===== config.mk =====
export PLATFORM = sky130hd
export DESIGN_NAME = pe_result_collector
export DESIGN_NICKNAME = d
export VERILOG_FILES = /design/src/rtl/pe_result_collector.sv
export SDC_FILE = /design/constraint.sdc
export NUM_CORES = 1
export LEC_CHECK = 0
export BUFFER_PORTS_ARGS = -buffer_cell sky130_fd_sc_hd__buf_2
export CAP_MARGIN = 20
export CORE_MARGIN = 4
export CORE_UTILIZATION = 40
export CTS_CLUSTER_DIAMETER = 150
export DETAILED_ROUTE_END_ITERATION = 16
export GPL_TIMING_DRIVEN = 0
export SLEW_MARGIN = 20
export SYNTH_ARGS = -nofsm -noshare
export SYNTH_HDL_FRONTEND = slang
export SYNTH_SLANG_ARGS = --single-unit

===== constraint.sdc =====
create_clock -name clk -period 5.95 [get_ports clk]
set_clock_uncertainty 0.2 [all_clocks]
set_input_delay 0.2975 -clock clk [delete_from_list [all_inputs] [get_ports clk]]
set_output_delay 0.2975 -clock clk [all_outputs]
set_load 0.02 [all_outputs]

===== src/rtl/pe_result_collector.sv =====
// Output stage of the PEran processing element: buffers final_result words in a FIFO
// and keeps running A/C/G/T counts with a snapshot latched at every frame boundary.
module pe_result_collector #(
    parameter int DEPTH       = 8,
    parameter int CNT_W       = 16,
    parameter int FRAME_WORDS = 4
) (
    input  logic             clk,
    input  logic             reset,
    input  logic             in_valid,
    input  logic [31:0]      in_data,
    output logic             in_ready,
    output logic             out_valid,
    output logic [31:0]      out_data,
    input  logic             out_ready,
    input  logic             clear_counts,
    output logic [CNT_W-1:0] count_a,
    output logic [CNT_W-1:0] count_c,
    output logic [CNT_W-1:0] count_g,
    output logic [CNT_W-1:0] count_t,
    output logic [CNT_W-1:0] words_total,
    output logic [CNT_W-1:0] snap_a,
    output logic [CNT_W-1:0] snap_c,
    output logic [CNT_W-1:0] snap_g,
    output logic [CNT_W-1:0] snap_t,
    output logic             frame_done,
    output logic             sat
);
    localparam int AW = $clog2(DEPTH);
    localparam int SW = CNT_W + 6;
    localparam logic [AW:0]      DEPTH_L   = (AW+1)'(DEPTH);
    localparam logic [SW-1:0]    MAX_S     = {6'd0, {CNT_W{1'b1}}};
    localparam logic [CNT_W-1:0] FRAME_END = CNT_W'(FRAME_WORDS - 1);

    logic [31:0]   mem [DEPTH];
    logic [AW-1:0] wr_ptr;
    logic [AW-1:0] rd_ptr;
    logic [AW:0]   occ;
    logic          accept;
    logic          pop;

    // Handshake flags depend only on registered occupancy, never on the partner's strobe.
    assign in_ready  = (occ < DEPTH_L);
    assign out_valid = (occ != '0);
    assign out_data  = mem[rd_ptr];
    assign accept    = in_valid & in_ready;
    assign pop       = out_valid & out_ready;

    always_ff @(posedge clk) begin
        if (accept) begin
            mem[wr_ptr] <= in_data;
        end
    end

    always_ff @(posedge clk or negedge reset) begin
        if (!reset) begin
            wr_ptr <= '0;
            rd_ptr <= '0;
            occ    <= '0;
        end else begin
            if (accept) wr_ptr <= wr_ptr + 1'b1;
            if (pop)    rd_ptr <= rd_ptr + 1'b1;
            case ({accept, pop})
                2'b10:   occ <= occ + 1'b1;
                2'b01:   occ <= occ - 1'b1;
                default: occ <= occ;
            endcase
        end
    end

    logic [4:0] wc_a, wc_c, wc_g, wc_t;

    always_comb begin
        wc_a = '0;
        wc_c = '0;
        wc_g = '0;
        wc_t = '0;
        for (int i = 0; i < 16; i++) begin
            case (in_data[2*i +: 2])
                2'b00:   wc_a = wc_a + 5'd1;
                2'b01:   wc_c = wc_c + 5'd1;
                2'b10:   wc_g = wc_g + 5'd1;
                default: wc_t = wc_t + 5'd1;
            endcase
        end
    end

    // Returns {overflow, clamped sum}.
    function automatic logic [CNT_W:0] sat_add(input logic [CNT_W-1:0] base, input logic [4:0] inc);
        logic [SW-1:0] s;
        s = {6'd0, base} + {{(CNT_W+1){1'b0}}, inc};
        if (s > MAX_S) sat_add = {1'b1, {CNT_W{1'b1}}};
        else           sat_add = {1'b0, s[CNT_W-1:0]};
    endfunction

    // A clear in the same cycle as an accept zeroes the base, so the word still counts.
    logic [CNT_W-1:0] frame_cnt;
    logic [CNT_W-1:0] base_a, base_c, base_g, base_t, base_w, frame_base;
    logic             sat_base;
    logic [CNT_W:0]   nx_a, nx_c, nx_g, nx_t, nx_w;
    logic             frame_end;

    always_comb begin
        base_a     = clear_counts ? '0 : count_a;
        base_c     = clear_counts ? '0 : count_c;
        base_g     = clear_counts ? '0 : count_g;
        base_t     = clear_counts ? '0 : count_t;
        base_w     = clear_counts ? '0 : words_total;
        frame_base = clear_counts ? '0 : frame_cnt;
        sat_base   = clear_counts ? 1'b0 : sat;
        nx_a       = sat_add(base_a, wc_a);
        nx_c       = sat_add(base_c, wc_c);
        nx_g       = sat_add(base_g, wc_g);
        nx_t       = sat_add(base_t, wc_t);
        nx_w       = sat_add(base_w, 5'd1);
        frame_end  = (frame_base == FRAME_END);
    end

    always_ff @(posedge clk or negedge reset) begin
        if (!reset) begin
            count_a     <= '0;
            count_c     <= '0;
            count_g     <= '0;
            count_t     <= '0;
            words_total <= '0;
            frame_cnt   <= '0;
            snap_a      <= '0;
            snap_c      <= '0;
            snap_g      <= '0;
            snap_t      <= '0;
            frame_done  <= 1'b0;
            sat         <= 1'b0;
        end else begin
            frame_done <= 1'b0;
            if (accept) begin
                count_a     <= nx_a[CNT_W-1:0];
                count_c     <= nx_c[CNT_W-1:0];
                count_g     <= nx_g[CNT_W-1:0];
                count_t     <= nx_t[CNT_W-1:0];
                words_total <= nx_w[CNT_W-1:0];
                sat         <= sat_base | nx_a[CNT_W] | nx_c[CNT_W] | nx_g[CNT_W]
                                        | nx_t[CNT_W] | nx_w[CNT_W];
                if (frame_end) begin
                    frame_cnt  <= '0;
                    snap_a     <= nx_a[CNT_W-1:0];
                    snap_c     <= nx_c[CNT_W-1:0];
                    snap_g     <= nx_g[CNT_W-1:0];
                    snap_t     <= nx_t[CNT_W-1:0];
                    frame_done <= 1'b1;
                end else begin
                    frame_cnt <= frame_base + 1'b1;
                end
            end else if (clear_counts) begin
                count_a     <= '0;
                count_c     <= '0;
                count_g     <= '0;
                count_t     <= '0;
                words_total <= '0;
                frame_cnt   <= '0;
                sat         <= 1'b0;
            end
        end
    end

endmodule


==> run metrics <==
status complete, but fails checks; failing checks setup timing; GR Overflow Total 0; hold slack 0.0448 ns; Area growth, synth to finish 36.3%; clock sinks 428; Synth top area share 0.297; Post-Route WL 80.4 mm; sequential power share 0.279; Fmax 104 MHz; initial antenna violation count 5; R2R cell count 12; Inst Count DP 3459; routed length per placed instance 20.9 um; Non-Filler Instances 3846; worst r2r src occ[3]; initial core utilization 0.403; clock slew at reported path FFs 0.06 ns; latest clock arrival within the worst-skew pair 0.58 ns; IO Count 217; Ys Warns 0; Worst Setup SP in_data[2]; Die W 262 um; Primary FF master, synth edfxtp_1; Gate power share 0.516; final worst slack -3.66 ns; CTS tree built; most frequent CP cell ha_4; CP delay by family, top simple AND/OR/NAND/NOR gates; Std-Cell Rows 93; pwr dens 382 mW/mm^2; Net Sw Frac 0.386; via count 21300; Hold WC Path Type input pin to async pin; Max stage delay on crit path 0.55 ns; Routed Antenna Nets 0; P_leak 0.0139 uW; drt drc 0; die area 0.0689 mm^2; sw power 5200 uW; vias per std cell 5.54; Die Span Y 262 um; critical path class input pin to register; period utilization 1.62; # nets final 3075; share of cells above drive strength 1 0.384; Slew Viols, Final 0; MaxCap Viol Count 0; CP max FO 5; H-tree depth 2; core area 0.0642 mm^2; vias in the first global route 21600; CP max stage cell or4_4; DP HPWL 55.0 mm; Int Pwr 8270 uW; WP depth 56; root buf cell clkbuf_16; worst rel slew slack 0.185; EDFF count, synth 256; Setup WS pre-CTS -5.22 ns; Synth area leaders edfxtp_1 30%, dfrtp_1 17%, mux4_2 5.6%; Arr. time, crit path 9.84 ns; total negative slack -455.63 ns; drt initial violations 1541; post-route minimum period 9.61 ns; largest net degree at the start of global routing 92; GRT Overall Usage 0.222; CP Capture Type register; PortBufs 216; synthesized net count 2485; clock network power share 0.205; Netlist cell types 103; first-pass GRT wire length 124 mm; Yosys top cell by area edfxtp_1; worst path buffer plus inverter count 11; Final Setup Violations 129; 1st-pass router iterations 5; RSZ-0062 raised after global routing yes; Worst EP required 6.18 ns; Final Hold Fails 0; clock tree buffer depth 3; Gate Count Post-Synth 2360; post-synthesis sequential area ratio 0.463; Inserted Clock Buffers 46; pin slew with the least headroom to its limit 1.22 ns; CP Launch Type input pin; Async SR Flop Fraction 0.402; Avg Cell Area, Syn 11.0 um^2; peak supply drop 0.281 mV; Seq cells post-synth 428; Cell Area, Synth 0.0259 mm^2; GPL Wtd Cong 0.899
## state kept, by name (all words and copies together) (netlist names)
signal / cells
snap_c: 16
rd_ptr: 3
snap_a: 16
sat: 1
words_total: 16
wr_ptr: 3
mem: 256
occ: 4
count_t: 16
count_a: 16
snap_g: 16
count_g: 16
count_c: 16
snap_t: 16
frame_done: 1
frame_cnt: 16
## cells in the final DEF, fill, tap and decap left out, types with 34 or more instances in the layout
| cell | n |
|---|---|
| buf_2 | 219 |
| nand2_1 | 163 |
| mux2_2 | 36 |
| nor2_1 | 175 |
| inv_1 | 46 |
| a31oi_1 | 68 |
| mux4_2 | 64 |
| dfrtp_1 | 172 |
| nand2b_1 | 39 |
| nor2_4 | 38 |
| ha_4 | 34 |
| xor2_1 | 64 |
| nor2b_1 | 94 |
| a21oi_1 | 62 |
| nand3_1 | 51 |
| buf_6 | 36 |
| clkbuf_16 | 52 |
| clkbuf_1 | 69 |
| edfxtp_1 | 256 |
| ha_1 | 48 |
| xnor2_1 | 137 |
| buf_4 | 245 |
| o21ai_0 | 43 |
## power by group through the flow
stage | sequential, uW | clock [uW] | combinational (uW)
2_1_floorplan | 3970 | 0 | 3930
4_1_cts | 3750 | 2800 | 6400
6_report | 3750 | 2760 | 6960
5_1_grt | 3790 | 2930 | 7500
3_3_place_gp | 3810 | 0 | 5510
3_5_place_dp | 3800 | 0 | 5670
## per-layer routing
| layer | vias to the layer above | GRT usage | part of all wire |
|---|---|---|---|
| met5 | - | 0 | 0 |
| met4 | 0 | 0.0685 | 0.027 |
| met3 | 118 | 0.0285 | 0.042 |
| met2 | 519 | 0.378 | 0.49 |
| met1 | 10800 | 0.297 | 0.44 |
| li1 | 9864 | - | - |
## layout make-up
type | instances | area, um^2
fill | 5417 | 28900
sequential | 428 | 12000
timing repair buffer | 547 | 4090
tap | 855 | 1070
clock buffer | 61 | 1260
antenna | 5 | 12.5
inverter | 64 | 255
multi-input combinational | 1766 | 15900
clock inverter | 23 | 179
buffer | 97 | 538
## worst paths after layout
check                              to  slack, ns
min reg2reg                snap_a[14]       0.32
max reg2reg                    occ[3]       1.70
max in group asynchronous  count_c[4]       4.73
min                        snap_t[12]       0.04
max                         snap_g[3]      -3.66
min in group clk            mem[3][3]       0.07
## cells by family after synthesis
kind of cell	count (synthesis)	share of synthesized area
flip-flops	428	0.463
AND/OR/NAND/NOR	850	0.169
AO/OA/AOI/OAI	428	0.107
adder cells (fa/ha/maj)	91	0.0451
multiplexers	131	0.0839
buffers and inverters	166	0.0250
XOR/XNOR	266	0.108
## worst min-delay path: cells and delay by family
kind,cells,cell delay [ns]
buffers and inverters,3,0.86
## per-stage QoR
stage / util / power, uW / instance area, um^2
global route: 0.550 / 14200 / 35300
detailed placement: 0.457 / 9470 / 29400
CTS: 0.524 / 13000 / 33600
floorplan: - / 7900 / 26900
finish: 0.550 / 13500 / 35300
global placement: 0.452 / 9320 / 29000
## synthesized netlist by cell type (all sizes together), types with 18 or more instances
library cell / n
edfxtp: 256
nor2: 237
nand2: 179
dfrtp: 172
xnor2: 170
nor2b: 97
o21ai: 97
a31oi: 96
a21oi: 90
ha: 83
xor2: 78
clkbuf: 75
nand3: 66
inv: 64
mux4: 64
mux2: 49
and3: 46
nor3: 44
nand2b: 43
buf: 27
a21o: 19
mux2i: 18
## what timing repair did
| item | in CTS | in global routing |
|---|---|---|
| setup buffers | 192 | 75 |
| gates resized for setup | 199 | 208 |
| gates cloned | 7 | 0 |
| endpoints found under the hold margin | 368 | 0 |
| pin swaps | 140 | 158 |
| endpoints found under the setup margin | 129 | 140 |
| hold buffers | 34 | 0 |
No activity file was read; power rests on OpenSTA's default activity.
